## src/rtl/mio_bus_if.sv

```systemverilog
// CPU-side MIO bus: request/response signals between the multi-cycle controller and the responder.
interface mio_bus_if;
    logic        mem_r;
    logic        mem_w;
    logic [31:0] addr_bus;
    logic [31:0] data_to_mem;
    logic [31:0] data_from_mem;
    logic        mio_ready;

    modport master (
        output mem_r, mem_w, addr_bus, data_to_mem,
        input  data_from_mem, mio_ready
    );

    modport slave (
        input  mem_r, mem_w, addr_bus, data_to_mem,
        output data_from_mem, mio_ready
    );
endinterface

```

## src/rtl/mio_bus_resp.sv

```systemverilog
// MIO bus responder: decodes CPU requests to block RAM, switches, LED register and free-running
// counter, and generates mio_ready. Define MIO_BUS_ERR_EN for the sticky bus_err output.
module mio_bus_resp #(
    parameter int unsigned RAM_AW  = 10,
    parameter int unsigned RAM_LAT = 1,
    parameter int unsigned LED_W   = 16
) (
    input  logic              clk,
    input  logic              reset,
    mio_bus_if.slave          bus,
    output logic [RAM_AW-1:0] ram_addr,
    output logic [31:0]       ram_din,
    output logic              ram_we,
    input  logic [31:0]       ram_dout,
    input  logic [15:0]       sw_in,
`ifdef MIO_BUS_ERR_EN
    output logic              bus_err,
`endif
    output logic [LED_W-1:0]  led_out
);

    localparam logic [31:0] SwAddr  = 32'hE000_0000;
    localparam logic [31:0] LedAddr = 32'hF000_0000;
    localparam logic [31:0] CntAddr = 32'hF000_0004;
`ifdef MIO_BUS_ERR_EN
    localparam logic [31:0] UnmappedData = 32'hDEAD_BEEF;
`else
    localparam logic [31:0] UnmappedData = 32'h0000_0000;
`endif

    typedef enum logic [1:0] {StIdle, StRwait, StResp} state_e;

    state_e      state_q, state_d;
    logic [2:0]  cnt_q;
    logic        op_w_q;
    logic [31:0] data_q;
    logic [31:0] counter_q;
    logic [15:0] sw_meta_q, sw_sync_q;
    logic [LED_W-1:0] led_q;

    logic [31:0] word_addr;
    logic        req, accept;
    logic        is_ram, is_sw, is_led, is_cnt, is_unmapped;
    logic [31:0] periph_rdata;
    logic        unused_addr;

    assign word_addr   = {bus.addr_bus[31:2], 2'b00};
    assign unused_addr = ^bus.addr_bus[1:0];
    assign req         = bus.mem_r | bus.mem_w;
    assign accept      = (state_q == StIdle) && req;
    assign is_ram      = (bus.addr_bus[31:28] == 4'h0);
    assign is_sw       = (word_addr == SwAddr);
    assign is_led      = (word_addr == LedAddr);
    assign is_cnt      = (word_addr == CntAddr);
    assign is_unmapped = !(is_ram || is_sw || is_led || is_cnt);

    always_comb begin
        periph_rdata = UnmappedData;
        if (is_sw)       periph_rdata = {16'h0000, sw_sync_q};
        else if (is_led) periph_rdata = 32'(led_q);
        else if (is_cnt) periph_rdata = counter_q;
    end

    always_ff @(posedge clk or posedge reset) begin
        if (reset) state_q <= StIdle;
        else       state_q <= state_d;
    end

    always_comb begin
        state_d = state_q;
        unique case (state_q)
            StIdle:  if (req) state_d = is_ram ? StRwait : StResp;
            StRwait: if (cnt_q == 3'd1) state_d = StResp;
            StResp:  state_d = StIdle;
            default: state_d = StIdle;
        endcase
    end

    // Peripherals always complete straight out of IDLE, so they act on the live bus inputs;
    // only RAM accesses need the latched address, data and op.
    always_ff @(posedge clk or posedge reset) begin
        if (reset) begin
            cnt_q     <= '0;
            op_w_q    <= 1'b0;
            data_q    <= '0;
            counter_q <= '0;
            sw_meta_q <= '0;
            sw_sync_q <= '0;
            led_q     <= '0;
            ram_addr  <= '0;
            ram_din   <= '0;
            ram_we    <= 1'b0;
        end else begin
            ram_we    <= 1'b0;
            counter_q <= counter_q + 32'd1;
            sw_meta_q <= sw_in;
            sw_sync_q <= sw_meta_q;
            if (accept) begin
                op_w_q <= bus.mem_w;
                cnt_q  <= 3'(RAM_LAT);
                if (is_ram) begin
                    ram_addr <= bus.addr_bus[RAM_AW+1:2];
                    if (bus.mem_w) begin
                        ram_din <= bus.data_to_mem;
                        ram_we  <= 1'b1;
                    end
                end else if (bus.mem_w) begin
                    if (is_led) led_q <= bus.data_to_mem[LED_W-1:0];
                    if (is_cnt) counter_q <= bus.data_to_mem;
                end else begin
                    data_q <= periph_rdata;
                end
            end
            if (state_q == StRwait) begin
                cnt_q <= cnt_q - 3'd1;
                if (cnt_q == 3'd1 && !op_w_q) data_q <= ram_dout;
            end
        end
    end

`ifdef MIO_BUS_ERR_EN
    always_ff @(posedge clk or posedge reset) begin
        if (reset) bus_err <= 1'b0;
        else if (accept && (is_unmapped || (bus.mem_r && bus.mem_w))) bus_err <= 1'b1;
    end
`endif

    assign bus.mio_ready     = (state_q == StResp);
    assign bus.data_from_mem = data_q;
    assign led_out           = led_q;

endmodule

```

## src/flat_wrapper.sv

```systemverilog
// flat-port wrapper written by rule: the top's interface ports become plain ports
module mio_bus_resp_flat 
#(
    parameter int unsigned RAM_AW  = 10,
    parameter int unsigned RAM_LAT = 1,
    parameter int unsigned LED_W   = 16
)
  (clk, reset, ram_addr, ram_din, ram_we, ram_dout, sw_in, led_out, bus_mem_r, bus_mem_w, bus_addr_bus, bus_data_to_mem, bus_data_from_mem, bus_mio_ready);
  mio_bus_if bus_i ();
  input  logic clk;
  input  logic reset;
  output logic [RAM_AW-1:0] ram_addr;
  output logic [31:0] ram_din;
  output logic ram_we;
  input  logic [31:0] ram_dout;
  input  logic [15:0] sw_in;
  output logic [LED_W-1:0] led_out;
  input wire logic [$bits(bus_i.mem_r)-1:0] bus_mem_r;
  input wire logic [$bits(bus_i.mem_w)-1:0] bus_mem_w;
  input wire logic [$bits(bus_i.addr_bus)-1:0] bus_addr_bus;
  input wire logic [$bits(bus_i.data_to_mem)-1:0] bus_data_to_mem;
  output wire logic [$bits(bus_i.data_from_mem)-1:0] bus_data_from_mem;
  output wire logic [$bits(bus_i.mio_ready)-1:0] bus_mio_ready;
  assign bus_i.mem_r = bus_mem_r;
  assign bus_i.mem_w = bus_mem_w;
  assign bus_i.addr_bus = bus_addr_bus;
  assign bus_i.data_to_mem = bus_data_to_mem;
  assign bus_data_from_mem = bus_i.data_from_mem;
  assign bus_mio_ready = bus_i.mio_ready;
  mio_bus_resp #(.RAM_AW(RAM_AW), .RAM_LAT(RAM_LAT), .LED_W(LED_W)) u_core (.clk(clk), .reset(reset), .bus(bus_i), .ram_addr(ram_addr), .ram_din(ram_din), .ram_we(ram_we), .ram_dout(ram_dout), .sw_in(sw_in), .led_out(led_out));
endmodule
```

## config.mk

```make
export PLATFORM = sky130hd
export DESIGN_NAME = mio_bus_resp_flat
export DESIGN_NICKNAME = d
export VERILOG_FILES = /design/src/rtl/mio_bus_if.sv /design/src/rtl/mio_bus_resp.sv /design/src/flat_wrapper.sv
export SDC_FILE = /design/constraint.sdc
export NUM_CORES = 1
export LEC_CHECK = 0
export ABC_AREA = 1
export BUFFER_PORTS_ARGS = -buffer_cell sky130_fd_sc_hd__buf_2
export CORE_MARGIN = 10
export CORE_UTILIZATION = 55
export DETAILED_ROUTE_END_ITERATION = 10
export PLACE_DENSITY = 0.81
export REMOVE_ABC_BUFFERS = 1
export SYNTH_ARGS = -nofsm -noshare
export SYNTH_HDL_FRONTEND = slang
export SYNTH_SLANG_ARGS = --single-unit
```

## constraint.sdc

```tcl
create_clock -name clk -period 11.6 [get_ports clk]
set_clock_uncertainty 0.15 [all_clocks]
set_input_delay 1.16 -clock clk [delete_from_list [all_inputs] [get_ports clk]]
set_output_delay 1.16 -clock clk [all_outputs]
set_load 0.1 [all_outputs]
```

==> impl_metrics.yaml, run 1 <==
routing:
  avgRoutedWirePerCell_um: 17.3
  drc: 0
  drt_pre_antenna_iters: 5
  via_per_inst: 5.31
  drt_iter0_drc: 597
  antenna_left: 0
  drt_wl_total_mm: 22.6
  via_count: 6935
die:
  rows: 43
  start_util: 0.560
  io_pins: 208
  dieWidth_um: 139
  die_area_sq_mm: 0.0192
  core_sq_mm: 0.0138
  die_y_um: 139
setup_path:
  required_ns: 11.78
  criticalPathCategory: "primary input to flip-flop"
  critical_path_arrival_ns: 3.61
  worstSetupEndpointType: "flip-flop"
  path_cells: "buf_2, nor2_1, nand2_2, nor2_4, nand2_2, inv_2, nand3_2, clkinv_2, nand2_1, nand2_1, inv_1"
  r2r_slack_ns: 8.79
  worstSetupStartpointType: "primary input"
  crit_fanout: 33
  critical-path-max-stage-delay_ns: 0.63
  slowest_stage: "nor2_4"
logic_synthesis:
  synthAdderAreaFrac: 0.00485
  synth-xor-area-share: 0.0249
  avgSynthCellArea_sq_um: 8.45
  synth_top_area_share: 0.521
  ys_types: 35
  synth_top_family_by_area: "simple AND/OR/NAND/NOR gates"
  yosys_register_bits: 161
  yosys_warnings: 0
  yosysSeqAreaShare: 0.521
  syn_area_sq_mm: 0.00774
  yosys.area_share.simple: 0.251
  synth.largest_area_cell: "dfrtp_1"
  synth_mux_area_frac: 0.0291
  synthCells: 916
  synthTopCellsByArea: "dfrtp_1 52%, nand2_1 7.8%, nor2_1 7.1%"
  synth_compound_area_frac: 0.0910
outcome:
  status: "finished, final reports clean"
hold_path:
  min_path_type: "flip-flop to flip-flop"
cts:
  htree_levels: 4
  cts_tree: "yes"
  cts_made_buffers: 17
  ctsLongestPathBuffers: 2
  cts_root_buf: "clkbuf_16"
  clock_sinks: 161
  hold_buffers: 0
  clk_pin_slew_worst_paths_ns: 0.06
  insertion_delay_ns: 0.44
  cts_setup_buffers: 0
  cts_resized: 0
timing:
  hold_viol: 0
  finalSetupTns_ns: 0
  period_needed_ns: 3.43
  worst_slew_pin_slew_ns: 1.10
  relSlewSlack: 0.262
  finalSetupViolCount: 0
  finalCritPeriodShare: 0.295
  rsz0062_at_grt: "false"
  slew_violations: 0
  max_freq_mhz: 292
cells_and_area:
  mostFrequentLayoutCells: "205 x buf_2, 161 x nand2_1, 161 x dfrtp_1"
  drive_gt1_frac: 0.278
  final_common_cell: "buf_2"
  area_delta_synth_final_pct: 22.6
  nets: 1231
global_route:
  grt_pass1_wl_mm: 36.6
  grt_pass1_vias: 7190
  grt-ovfl-total: 0
  track_usage: 0.236
  grt_max_degree: 88
  antenna_found_initial: 1
placed_design:
  place_congestion: 0.945
  io_buffers: 205
  dp_hpwl_mm: 16.5
pwr:
  powerDensity_mw_per_mm2: 202
  p_leak_uw: 0.00500
  report.power.total_uw: 1910
  ir_drop_v: 0.000155
flow_run:
  drv_cap: 0
-- critical path: cells and delay by family --
kind / cells / cell delay [ns]
buf+inv: 4 / 0.72
simple gates: 7 / 1.70
-- registers in the layout, summed over array words and instances (netlist names) --
signal and count:
u_core.bus.data_from_mem 32, u_core.counter_q 32, u_core.ram_din 32, u_core.led_out 16
u_core.sw_meta_q 16, u_core.sw_sync_q 16, u_core.ram_addr 10, u_core.cnt_q 3
u_core.state_q 2, u_core.op_w_q 1, u_core.ram_we 1
-- path summary, 6_finish.rpt --
check	from	to	cells past startpoint
max	bus_addr_bus[27]	u_core.counter_q[17]	11
min	u_core.sw_meta_q[7]	u_core.sw_sync_q[7]	0
max reg2reg	u_core.state_q[0]	u_core.bus.data_from_mem[16]	7
min reg2reg	u_core.sw_meta_q[7]	u_core.sw_sync_q[7]	0
max in group asynchronous	reset	u_core.bus.data_from_mem[15]	3
min in group asynchronous	reset	u_core.bus.data_from_mem[12]	2
-- cell usage after synthesis (all sizes together) --
cell type    n
clkbuf       8
xnor2        7
a31oi        6
ha           3
a21oi       91
clkinv       1
or2          1
nand3b       2
o21ai       31
mux2        20
inv        106
and3         1
xor2        15
buf         25
nor2       158
dfrtp      161
nand3       83
nor3        18
nand4       13
nand2      166
-- area by class of cell --
type                    count  area, sq um
clock buffers              19          443
fillers                  1133         4340
diodes                      1         2.50
inverters                 107          408
flip-flops and latches    161         4030
well taps                 180          225
clock inverters            13          206
repair buffers            210         1060
multi-input cells         615         3110
-- cells by family after synthesis --
logic type / after synthesis
AOI/OAI and AO/OA: 128
xor gates and xnor gates: 22
adders and majority gates: 3
buffers and inverters: 140
DFF: 161
muxes: 20
and+or+nand+nor: 442
-- routing by layer --
metal	track usage	vias to the layer above	share of wire
met2	0.386	256	0.49
met4	0.0862	0	0.025
met1	0.283	3300	0.40
li1	-	3337	-
met5	0	-	0
met3	0.0788	42	0.082
-- metrics by stage --
stage               utilization  setup slack (ns)  std cells  hold slack (ns)  instance area [sq um]
floorplan                     -              5.94        883            0.181                   7530
global placement          0.639              7.80       1273            0.182                   8840
detailed placement        0.639              7.76       1273            0.186                   8840
CTS                       0.686              8.19       1305            0.198                   9490
global route              0.686              7.92       1305            0.209                   9490
finish                    0.686              8.17       1306            0.197                   9490
-- power breakdown --
part           switching (uW)  internal [uW]
clock                     226            388
combinational             542           96.6
sequential               33.1            628
total                     801           1110
Note: power is estimated with default switching activity, not from simulation.
==> run 2: changes to the inputs <==
--- a/config.mk
+++ b/config.mk
@@ -5,12 +5,12 @@
 export SDC_FILE = /design/constraint.sdc
 export NUM_CORES = 1
 export LEC_CHECK = 0
-export ABC_AREA = 1
+export ABC_AREA = 0
 export BUFFER_PORTS_ARGS = -buffer_cell sky130_fd_sc_hd__buf_2
 export CORE_MARGIN = 10
-export CORE_UTILIZATION = 55
+export CORE_UTILIZATION = 52
 export DETAILED_ROUTE_END_ITERATION = 10
-export PLACE_DENSITY = 0.81
+export PLACE_DENSITY = 0.78
 export REMOVE_ABC_BUFFERS = 1
 export SYNTH_ARGS = -nofsm -noshare
 export SYNTH_HDL_FRONTEND = slang
==> constraint.sdc (replaced) <==
create_clock -name clk -period 3.55 [get_ports clk]
set_clock_uncertainty 0.15 [all_clocks]
set_input_delay 0.355 -clock clk [delete_from_list [all_inputs] [get_ports clk]]
set_output_delay 0.355 -clock clk [all_outputs]
set_load 0.1 [all_outputs]
==> run 2 against run 1 <==
  * Sequential power rose to 3.3 times the previous value
  * Total power rose to 3.3 times the previous value
  * Cell count down 17%
  * Register-to-register slack got worse by 7.9 ns
  * Setup slack got worse by 7.3 ns
  * Sequential cell count unchanged
  * Highest routed layer is now met5
  * Largest cell class unchanged
  * Via count shrank 15%
  * Largest power group unchanged
==> impl_metrics.yaml, run 2 <==
outcome:
  status: "finished, final reports clean"
logic_synthesis:
  synth_mux_area_frac: 0.0613
  yosysMostFrequentCell: "dfrtp_1"
  yosys.area_share.simple: 0.200
  synthAdderAreaFrac: 0.00533
  yosys_warnings: 0
  syn_area_sq_mm: 0.00704
  synthCells: 648
  netlist_top_cells_count: "161 x dfrtp_1, 159 x nand2_1, 37 x mux2_2, 36 x nor2_1, 25 x a22oi_1"
  synth_top_family_by_area: "simple AND/OR/NAND/NOR gates"
  synthFlopType: "dfrtp_1"
  avgSynthCellArea_sq_um: 10.9
  synth.largest_area_cell: "dfrtp_1"
  yosysSeqAreaShare: 0.572
  synth_edf_count: 0
  synthTopCellsByArea: "dfrtp_1 57%, nand2_1 8.5%, mux2_2 5.9%"
  synth_compound_area_frac: 0.0926
  synth_top_area_share: 0.572
  ys_types: 47
  synth-xor-area-share: 0.0373
  yosys_register_bits: 161
  ys_async_sr_fraction: 1.00
setup_path:
  worstSetupEndpointType: "flip-flop"
  r2r_start: "u_core.state_q[0]"
  required_ns: 3.71
  crit_fanout: 61
  worstSetupStartpointType: "flip-flop"
  criticalPathCategory: "flip-flop to flip-flop"
  worstSetupStartpoint: "u_core.state_q[0]"
  slowest_stage: "or4b_4"
  critical_path_arrival_ns: 2.84
  path_cells: "or3b_4, nor2_1, or4b_4, mux2_4"
  critical-path-max-stage-delay_ns: 0.86
die:
  dieWidth_um: 136
  io_pins: 208
  core_sq_mm: 0.0132
  die_area_sq_mm: 0.0186
  start_util: 0.531
  die_y_um: 136
  rows: 42
global_route:
  busiest_layer: "met2"
  grt.met2_usage: 0.368
  grt_max_degree: 89
  grt_pass1_vias: 6149
  globalRouteMet3Util: 0.0727
  met1_usage: 0.260
  grt-ovfl-total: 0
  grt_pass1_wl_mm: 31.6
  antenna_found_initial: 1
  track_usage: 0.218
placed_design:
  dpl_cell_area_sq_mm: 0.00820
  io_buffers: 205
  place_congestion: 0.839
  dp_hpwl_mm: 13.8
  place_inst: 1009
routing:
  avgRoutedWirePerCell_um: 18.4
  via_count: 5875
  drc: 0
  drt_wl_total_mm: 20.0
  via_per_inst: 5.41
  drt_pre_antenna_iters: 5
  drt_iter0_drc: 463
  antenna_left: 0
cts:
  ctsLongestPathBuffers: 2
  clk_pin_slew_worst_paths_ns: 0.06
  clock_sinks: 161
  cts_setup_buffers: 0
  cts_resized: 0
  cts_made_buffers: 17
  cts_tree: "yes"
  insertion_delay_ns: 0.43
  hold_buffers: 45
  cts_root_buf: "clkbuf_16"
  htree_levels: 4
cells_and_area:
  area_delta_synth_final_pct: 31.8
  final_util: 0.700
  mostFrequentLayoutCells: "205 x buf_2, 161 x dfrtp_1, 159 x nand2_1"
  drive_gt1_frac: 0.366
  nets: 1016
  fin_area_sq_mm: 0.00928
  fillers: 987
  final_cells: 1085
  final_common_cell: "buf_2"
  antenna_cells: 0
timing:
  worst_slew_pin_slew_ns: 0.875
  rsz0062_at_grt: "false"
  finalSetupViolCount: 0
  finalCritPeriodShare: 0.754
  relSlewSlack: 0.412
  hold_viol: 0
  max_freq_mhz: 373
  finalSetupTns_ns: 0
  period_needed_ns: 2.68
  slew_violations: 0
pwr:
  powerDensity_mw_per_mm2: 675
  report.power.total_uw: 6260
  ir_drop_v: 0.000781
  p_leak_uw: 0.00466
flow_run:
  drv_cap: 0
hold_path:
  worstHoldStart: "ram_dout[26]"
  min_path_type: "primary input to flip-flop"
-- run 2: cell types whose count changed in the layout (fill, tap and decap cells not counted), sizes merged, moves of 8 or more --
| cell | delta |
|---|---|
| dlygate4sd3 | +45 |
| o21ai | -20 |
| nor2 | -105 |
| o22ai | +8 |
| nand3 | -73 |
| a221oi | +8 |
| nor3 | -10 |
| mux2 | +18 |
| nor4 | +14 |
| a21oi | -60 |
| inv | -100 |
| a22oi | +25 |
-- run 2: cell type report --
| class | count | area (sq um) | area share |
|---|---|---|---|
| Timing Repair Buffer | 260 | 1560 | 0.169 |
| Sequential cell | 161 | 4030 | 0.434 |
| Inverter | 7 | 31.3 | 0.00337 |
| Clock buffer | 22 | 474 | 0.0511 |
| Multi-Input combinational cell | 450 | 2800 | 0.302 |
| Clock inverter | 9 | 154 | 0.0166 |
| Tap cell | 176 | 220 | 0.0237 |
-- run 2: metrics by stage --
step	worst slack, ns	hold WS [ns]
floorplan	-1.30	0.181
global placement	0.855	0.182
detailed placement	0.849	0.185
CTS	0.902	0.000317
global route	0.828	0.0216
finish	0.872	0.0182
-- run 2: path summary, 6_finish.rpt --
check,endpoint,slack (ns),cells after the start
min,u_core.bus.data_from_mem[26],0.02,3
max in group asynchronous,u_core.led_out[8],1.92,4
max reg2reg,u_core.counter_q[1],0.87,4
max,u_core.counter_q[1],0.87,4
min in group asynchronous,u_core.ram_addr[5],0.48,3
min reg2reg,u_core.sw_sync_q[14],0.20,0
-- run 2: where the power goes --
part           switching (uW)  internal, uW
Clock                     722          1230
Sequential                112          2060
Combinational            1790           354
Total                    2620          3640
-- run 2: worst max-delay path: cells and delay by family (launching register included) --
family	cells	cell delay, ns
simple gates	3	1.50
flops	1	0.47
mux	1	0.42
-- run 2: routing by layer --
layer,vias to the layer above,part of all wire
met5,-,0.00065
met4,2,0.016
met3,30,0.077
met2,210,0.51
met1,2883,0.40
li1,2750,-
-- run 2: kinds of logic after synthesis --
kind of cell | count (synthesis)
DFF | 161
and+or+nand+nor | 288
adders and majority gates | 3
muxes | 38
xor gates and xnor gates | 30
AOI/OAI and AO/OA | 91
buffers and inverters | 37
